$ cat config.mk
export PLATFORM = sky130hd
export DESIGN_NAME = keypad_scanner
export DESIGN_NICKNAME = d
export VERILOG_FILES = /design/src/rtl/keypad_scanner.sv
export SDC_FILE = /design/constraint.sdc
export NUM_CORES = 1
export LEC_CHECK = 0
export BUFFER_PORTS_ARGS = -buffer_cell sky130_fd_sc_hd__buf_2
export CORE_MARGIN = 4
export CORE_UTILIZATION = 55
export DETAILED_ROUTE_END_ITERATION = 8
export GPL_ROUTABILITY_DRIVEN = 0
export PLACE_DENSITY = 0.76
export SETUP_SLACK_MARGIN = 0.1
export SLEW_MARGIN = 10
export SYNTH_ARGS = -nofsm -noshare
export SYNTH_HDL_FRONTEND = slang
export SYNTH_SLANG_ARGS = --single-unit
$ cat constraint.sdc
create_clock -name clk -period 2.2 [get_ports clk]
set_input_delay 0 -clock clk [delete_from_list [all_inputs] [get_ports clk]]
set_output_delay 0 -clock clk [all_outputs]
set_load 0.01 [all_outputs]
$ cat src/rtl/keypad_scanner.sv
// 4x4 active-low matrix keypad scanner with press/release debouncing.
// Drives one column low at a time and reports a stable key_press level plus key_code.
module keypad_scanner #(
    parameter int SCAN_DIV     = 50000,
    parameter int DEBOUNCE_CNT = 500000
) (
    input  logic       clk,
    input  logic       rst,
    input  logic [3:0] row_in,
    output logic [3:0] col_out,
    output logic       key_press,
    output logic [3:0] key_code
);

    localparam int DW = $clog2(SCAN_DIV);
    localparam int BW = $clog2(DEBOUNCE_CNT);
    localparam logic [DW-1:0] DWELL_LAST = DW'(SCAN_DIV - 1);
    localparam logic [BW-1:0] DEB_LAST   = BW'(DEBOUNCE_CNT - 1);

    typedef enum logic [1:0] {SCAN, DEBOUNCE, PRESSED, RELEASE} state_t;

    state_t        state, next_state;
    logic [3:0]    row_meta, row_s;
    logic [DW-1:0] dwell_cnt;
    logic [BW-1:0] deb_cnt;
    logic [1:0]    col_idx, row_idx, low_idx;
    logic          single_low, all_high, row_match, dwell_done, deb_done;

    function automatic logic [3:0] map_key(input logic [1:0] r, input logic [1:0] c);
        logic [3:0] code;
        case ({r, c})
            4'h0: code = 4'h1;  4'h1: code = 4'h2;  4'h2: code = 4'h3;  4'h3: code = 4'hA;
            4'h4: code = 4'h4;  4'h5: code = 4'h5;  4'h6: code = 4'h6;  4'h7: code = 4'hB;
            4'h8: code = 4'h7;  4'h9: code = 4'h8;  4'hA: code = 4'h9;  4'hB: code = 4'hC;
            4'hC: code = 4'hE;  4'hD: code = 4'h0;  4'hE: code = 4'hF;  default: code = 4'hD;
        endcase
        return code;
    endfunction

    // Rows are asynchronous pad inputs; only row_s is ever used downstream.
    always_ff @(posedge clk or negedge rst) begin
        if (!rst) begin
            row_meta <= 4'b1111;
            row_s    <= 4'b1111;
        end else begin
            row_meta <= row_in;
            row_s    <= row_meta;
        end
    end

    always_comb begin
        single_low = 1'b1;
        low_idx    = 2'd0;
        case (row_s)
            4'b1110: low_idx = 2'd0;
            4'b1101: low_idx = 2'd1;
            4'b1011: low_idx = 2'd2;
            4'b0111: low_idx = 2'd3;
            default: single_low = 1'b0;
        endcase
    end

    assign all_high   = (row_s == 4'b1111);
    assign row_match  = (row_s == ~(4'b0001 << row_idx));
    assign dwell_done = (dwell_cnt == DWELL_LAST);
    assign deb_done   = (deb_cnt == DEB_LAST);

    always_ff @(posedge clk or negedge rst) begin
        if (!rst) state <= SCAN;
        else      state <= next_state;
    end

    always_comb begin
        next_state = state;
        case (state)
            SCAN:     if (dwell_done && single_low) next_state = DEBOUNCE;
            DEBOUNCE: if (!row_match)               next_state = SCAN;
                      else if (deb_done)            next_state = PRESSED;
            PRESSED:  if (all_high)                 next_state = RELEASE;
            RELEASE:  if (!all_high)                next_state = PRESSED;
                      else if (deb_done)            next_state = SCAN;
            default:                                next_state = SCAN;
        endcase
    end

    // Counters only increment below their last value, so they saturate rather than wrap.
    always_ff @(posedge clk or negedge rst) begin
        if (!rst) begin
            dwell_cnt <= '0;
            deb_cnt   <= '0;
            col_idx   <= 2'd0;
            row_idx   <= 2'd0;
            key_press <= 1'b0;
            key_code  <= 4'h0;
        end else begin
            case (state)
                SCAN: begin
                    if (dwell_done) begin
                        dwell_cnt <= '0;
                        if (single_low) begin
                            row_idx <= low_idx;
                            deb_cnt <= '0;
                        end else begin
                            col_idx <= col_idx + 2'd1;
                        end
                    end else begin
                        dwell_cnt <= dwell_cnt + DW'(1);
                    end
                end
                DEBOUNCE: begin
                    if (!row_match) begin
                        dwell_cnt <= '0;
                        deb_cnt   <= '0;
                    end else if (deb_done) begin
                        key_press <= 1'b1;
                        key_code  <= map_key(row_idx, col_idx);
                    end else begin
                        deb_cnt <= deb_cnt + BW'(1);
                    end
                end
                PRESSED: begin
                    if (all_high) deb_cnt <= '0;
                end
                RELEASE: begin
                    if (!all_high) begin
                        deb_cnt <= '0;
                    end else if (deb_done) begin
                        key_press <= 1'b0;
                        col_idx   <= col_idx + 2'd1;
                        dwell_cnt <= '0;
                        deb_cnt   <= '0;
                    end else begin
                        deb_cnt <= deb_cnt + BW'(1);
                    end
                end
                default: begin
                    dwell_cnt <= '0;
                    deb_cnt   <= '0;
                end
            endcase
        end
    end

    always_comb begin
        col_out = ~(4'b0001 << col_idx);
    end

endmodule

==> summary.md, run 1 <==
| Metric | Value |
|---|---|
| Switching power | `0.3582 mW` |
| Async SR Flop Fraction | `100.0%` |
| Inst Count DP | `439` |
| Fin Setup TNS | `-0.2449 ns` |
| Die X | `82.76 um` |
| Largest net degree at the start of global routing | `30` |
| Final Util | `78.47%` |
| Switching fraction of total power | `21.79%` |
| Die area | `6849 um^2` |
| EDFF count, synth | `0` |
| Fill cells | `331` |
| Max transition margin | `58.08%` |
| GRT overflow | `0` |
| GRT Total Usage | `23.30%` |
| CTS max path bufs | `2` |
| IO Pins | `15` |
| Fraction of layout cells with a size suffix above 1 | `38.60%` |
| Port bufs | `14` |
| Cell variety after synth | `48` |
| Area grow syn2layout | `34.51%` |
| Crit-path slowest cell | `dfstp_2` |
| Worst-Margin Slew | `0.6289 ns` |
| Minimum clock period | `2.251 ns` |
| Drt drc | `0` |
| Clock transition at path regs | `0.09 ns` |
| Vias in the first global route | `2628` |
| Pint | `1.286 mW` |
| Pins Over Slew Limit | `0` |
| Main synth FF type | `dfrtp_1` |
| CP Data Arrival Time | `2.48 ns` |
| Initial antenna violation count | `0` |
| Final cell count without fillers | `469` |
| Clock sinks | `54` |
| Post-Syn Instances | `331` |
| Antenna cells | `0` |
| Part of the power in combinational logic | `3.6%` |
| Max-cap violations | `0` |
| Final net count | `417` |
| Max incr delay on CP | `0.60 ns` |
| Seq/Total Area, Yosys | `44.28%` |
| Post-Syn Nets | `350` |
| Drt pass-1 iters | `4` |
| Critical path type | `reg -> reg` |
| Avg Cell Area, Syn | `9.288 um^2` |
| Final worst path period share | `102.3%` |
| HPWL after DPL | `4893 um` |
| Post-DR vias/cell | `6.045` |
| CP required | `2.43 ns` |
| Worst setup SP type | `flip-flop` |
| Post-DR wirelength/cell | `17.30 um` |
| Final WL | `8115 um` |
| Status | `complete, but fails checks` |
| H-tree depth | `2` |
| Sequential Power Share | `61.7%` |
| Pwr dens | `397.6 nW/um^2` |
| #FFs+latches synth | `54` |
| Post-DRT Antenna Nets | `0` |
| Max FO, Critical Path | `8` |
| VDD IR max | `0.3204 mV` |
| Failing checks | `negative setup slack` |
| Path depth of the worst reg2reg path | `8` |
| Root Buffer | `clkbuf_8` |
| Effective utilization at floorplan | `58.33%` |
| Worst path cell trace | `or3b_4 > a211oi_4 > buf_6 > nor3b_4 > o2bb2ai_4 > clkbuf_16 > o21ai_2 > o21ai_1` |
| Core area | `5270 um^2` |
| TritonCTS Buffers | `5` |
| Clk_skew | `0.004420 ns` |
| DR vias | `2835` |
| RSZ-0062 raised after global routing | `true` |
| CTS tree | `built` |
| Final Hold Viols | `0` |
| Worst min path class | `in -> async` |
| Clock Power Share | `34.6%` |
| Synthesized area | `3074 um^2` |
| DR iter-0 viols | `186` |
| Most frequent cells in the layout | `46 x dfrtp_1, 43 x buf_4, 23 x nand2_1` |
| FP Rows | `26` |
| Commonest non-fill, non-tap cell in the layout | `dfrtp_1` |
| First-pass GRT wire length | `12320 um` |
| Die height | `82.76 um` |
| Fmax | `444.3 MHz` |
| P_leak | `1.749 nW` |
| Final setup margin | `-0.05051 ns` |
| Final Setup Violations | `11` |
| Worst hold margin | `0.2481 ns` |
| CP Capture Type | `flip-flop` |
| Warnings from Yosys | `0` |
| Clock latency on the worst-skew pair | `0.30 ns` |
==> worst paths after layout <==
kind,from,end,slack [ns]
min in group clk,row_in[1],row_meta[1],0.34
hold / removal,rst,col_idx[0],0.25
setup reg to reg,row_s[1],dwell_cnt[13],-0.05
setup / recovery,row_s[1],dwell_cnt[13],-0.05
max in group asynchronous,rst,dwell_cnt[5],1.38
hold reg to reg,row_meta[1],row_s[1],0.36
==> cell type report <==
type / count / area, um^2 / share of cell area [%]
Inverter: 16 / 60.06 / 1.452
Clock inverter: 1 / 5.005 / 0.1210
Multi-Input combinational cell: 247 / 1918 / 46.38
Timing Repair Buffer: 74 / 616.8 / 14.92
Tap cell: 70 / 87.58 / 2.118
Sequential cell: 54 / 1361 / 32.92
Clock buffer: 7 / 86.33 / 2.088
==> power by group through the flow <==
stage               sequential, mW  combinational (mW)  clock (mW)
floorplan                     1.03              0.0229           0
global placement              1.03              0.0439           0
detailed placement            1.03              0.0451           0
CTS                           1.01              0.0527       0.578
global route                  1.02              0.0665       0.622
finish                        1.01              0.0597       0.569
==> worst max-delay path: cells and delay by family (launching register included) <==
family,cells,cell delay (ns)
AOI/OAI and AO/OA,4,0.71
DFF,1,0.60
and+or+nand+nor,2,0.46
buffers and inverters,2,0.40
==> synthesized netlist by cell type, types with 2 or more instances <==
cell type  instances  area share, %
a21oi_1           20            3.3
a31oi_1            8            1.6
and2_1             3           0.61
and3_1             4           0.81
and4_1             4            1.1
buf_2              4           0.65
buf_6              2           0.73
clkbuf_1           8           0.98
dfrtp_1           46             37
dfstp_2            8            6.8
ha_1              13            5.3
inv_1             16            2.0
mux2_2             3            1.1
mux2i_1            4            1.3
nand2_1           29            3.5
nand2b_1           2           0.41
nand3_1           13            2.1
nand3b_1           4           0.98
nand4_1           16            3.3
nand4b_1           4            1.1
nor2_1            22            2.7
nor2b_1            3           0.61
nor3_1             2           0.33
nor3b_1            4           0.98
o21ai_0           43            7.0
o21ai_1            2           0.33
o22ai_1            3           0.61
o31ai_1            5            1.2
or2_2              2           0.41
or3_1              8            1.6
or3b_2             2           0.57
or4_1              2           0.49
xnor2_1            2           0.57
xor2_1             6            1.7
==> registers in the layout (all words and copies together), names as in the netlist <==
| register | flops |
|---|---|
| col_idx | 2 |
| deb_cnt | 19 |
| dwell_cnt | 16 |
| key_code | 4 |
| key_press | 1 |
| row_idx | 2 |
| row_meta | 4 |
| row_s | 4 |
| state | 2 |
==> logic make-up after synthesis <==
| kind of cell | Yosys count | synth area share [%] |
|---|---|---|
| simple gates | 131 | 24.62 |
| compound gates | 87 | 16.08 |
| flops | 54 | 44.28 |
| buf+inv | 30 | 4.314 |
| fa+ha+maj | 13 | 5.291 |
| xor+xnor | 8 | 2.279 |
| mux | 8 | 3.134 |
==> what timing repair did <==
action                                 CTS  global route
pin swaps                                4            30
buffers inserted                         4            10
endpoints found under the hold margin   21             0
hold buffers                             5             0
setup endpoints to repair               39            40
gates cloned                             0             3
gates resized for setup                 21            81
==> routing by layer <==
metal | part of all wire (%) | track usage, %
met5 | 0 | 0
met4 | 1.8 | 7.516
met3 | 4.5 | 3.905
met2 | 53 | 41.11
met1 | 40 | 28.94
==> stage by stage <==
step	area [um^2]	total power [mW]	worst slack, ns
after floorplan	3137	1.050	0.03418
after global placement	3503	1.076	0.02664
after detailed placement	3503	1.079	-0.05203
after CTS	3735	1.645	0.02328
after global routing	4135	1.705	-0.1296
final	4135	1.644	-0.05051
Power figures use the tool's default switching activity.
==> run 2, diff against run 1 <==
CORE_UTILIZATION = 57   (was 55)
CTS_BUF_LIST = sky130_fd_sc_hd__clkbuf_8   (was default)
PLACE_DENSITY = 0.78   (was 0.76)
==> run 2 against run 1 <==
- the flow still finishes with violations (negative setup slack)
- cell area is 5.2% higher
- final cell count is 3.2% higher
- combinational power is 12% higher
- sequential power hardly changed
- fmax is 0.40% lower
- setup slack worse by 0.0090 ns
- flip-flop and latch count stayed put
- utilization is 5.7 points higher
- critical path depth stayed put
==> summary.md, run 2 (synthesized netlist as in run 1, its figures left out) <==
| Metric | Value |
|---|---|
| Area grow syn2layout | `41.55%` |
| Root Buffer | `clkbuf_8` |
| IO Pins | `15` |
| Effective utilization at floorplan | `59.43%` |
| Critical path type | `reg -> reg` |
| Worst path most repeated cell | `buf_4` |
| Worst min path class | `in -> async` |
| Die X | `81.44 um` |
| Drt drc | `0` |
| HPWL after DPL | `4923 um` |
| Final Util | `84.13%` |
| Regs by FF count | `deb_cnt (19), dwell_cnt (16)` |
| Initial antenna violation count | `0` |
| Final Setup Violations | `12` |
| Failing checks | `negative setup slack` |
| CTS tree | `built` |
| Post-DR vias/cell | `6.483` |
| CP Data Arrival Time | `2.47 ns` |
| Final setup margin | `-0.05954 ns` |
| Final net count | `432` |
| Port bufs | `14` |
| CP Capture Type | `flip-flop` |
| Max transition margin | `55.13%` |
| Pins Over Slew Limit | `0` |
| Final WL | `9868 um` |
| Largest net degree at the start of global routing | `31` |
| GRT Total Usage | `23.36%` |
| Clock transition at path regs | `0.10 ns` |
| Pwr dens | `383.9 nW/um^2` |
| Worst path top cell family by delay | `simple AND/OR/NAND/NOR gates` |
| H-tree depth | `2` |
| Max FO, Critical Path | `4` |
| Final worst path period share | `102.7%` |
| GRT overflow | `0` |
| Fmax | `442.6 MHz` |
| VDD IR max | `0.3448 mV` |
| Worst path cell trace | `ha_1 > nand4_1 > nor4_4 > buf_4 > nand3_2 > buf_4 > a21oi_2 > mux2_4` |
| Crit path buffers/inverters | `2` |
| Post-DR wirelength/cell | `20.39 um` |
| Commonest non-fill, non-tap cell in the layout | `buf_4` |
| Clock sinks | `54` |
| Max incr delay on CP | `0.42 ns` |
| First-pass GRT wire length | `12040 um` |
| Max-cap violations | `0` |
| P_leak | `1.846 nW` |
| Status | `complete, but fails checks` |
| Clock latency on the worst-skew pair | `0.32 ns` |
| Max reg flops | `19` |
| Die area | `6632 um^2` |
| Antenna cells | `0` |
| Final Hold Viols | `0` |
| CP required | `2.41 ns` |
| Clk_skew | `0.01061 ns` |
| Most frequent cells in the layout | `50 x buf_4, 46 x dfrtp_1, 25 x nand2_1` |
| Reg with most FFs | `deb_cnt` |
| RSZ-0062 raised after global routing | `true` |
| Minimum clock period | `2.260 ns` |
| Worst hold margin | `0.2394 ns` |
| Post-DRT Antenna Nets | `0` |
| Die height | `81.44 um` |
| FP Rows | `26` |
| Worst setup SP type | `flip-flop` |
| Fraction of layout cells with a size suffix above 1 | `41.30%` |
| DR iter-0 viols | `318` |
| Vias in the first global route | `2650` |
| Core area | `5172 um^2` |
| Crit-path slowest cell | `dfrtp_1` |
| DR vias | `3138` |
| Worst-Margin Slew | `0.6730 ns` |
| Drt pass-1 iters | `5` |
| TritonCTS Buffers | `5` |
| Fin Setup TNS | `-0.2039 ns` |
| CTS max path bufs | `2` |
-- run 2: cell types whose count changed in the layout (fill, tap and decap cells not counted), moves of 3 or more --
cell   previous run  this run
buf_4            43        50
buf_6             7        12
or3_1             6         3
or3_4             2         5
-- run 2: final timing paths --
kind	startpoint	endpoint	slack [ns]	cells after the start
setup / recovery	deb_cnt[1]	col_idx[1]	-0.06	8
hold / removal	rst	key_code[3]	0.24	2
setup reg to reg	deb_cnt[1]	col_idx[1]	-0.06	8
hold reg to reg	row_meta[0]	row_s[0]	0.36	0
max in group asynchronous	rst	dwell_cnt[5]	1.37	3
min in group clk	row_in[0]	row_meta[0]	0.32	2
-- run 2: layout make-up --
type                            instances  area [um^2]
Tap cell                               70        87.58
Clock inverter                          2        12.51
Multi-Input combinational cell        247         1956
Timing Repair Buffer                   89        792.0
Sequential cell                        54         1361
Clock buffer                            6        82.58
Inverter                               16        60.06
Fill cell                             235        820.8
-- run 2: where the power goes --
| part | internal, mW | switching (mW) | total [mW] | leakage, nW |
|---|---|---|---|---|
| Combinational | 0.0289 | 0.0377 | 0.0666 | 1.09 |
| Sequential | 1.01 | 0.00790 | 1.01 | 0.713 |
| Clock | 0.254 | 0.337 | 0.590 | 0.0472 |
-- run 2: metal layers --
layer  track usage, %  vias to the layer above  wire length [um]
li1                 -                     1365                 -
met1            29.37                     1508              3639
met2            40.72                      209              5064
met3            4.057                       56               658
met4            7.601                        0               505
met5                0                        -                 0
-- run 2: through the flow --
stage	power [mW]	cell area [um^2]	std cells	setup slack, ns
3_5_place_dp	1.077	3516	439	-0.06608
6_report	1.671	4352	484	-0.05954
3_3_place_gp	1.075	3516	439	0.03635
4_1_cts	1.663	3777	458	-0.02710
2_1_floorplan	1.050	3137	331	0.03418
5_1_grt	1.730	4352	484	-0.09160
-- run 2: timing repair --
action / in CTS / in global routing
endpoints found under the hold margin: 25 / 0
pin swaps: 6 / 36
setup buffers: 6 / 21
setup endpoints to repair: 42 / 38
hold buffers: 5 / 0
resized for setup: 16 / 99
gates cloned: 0 / 5
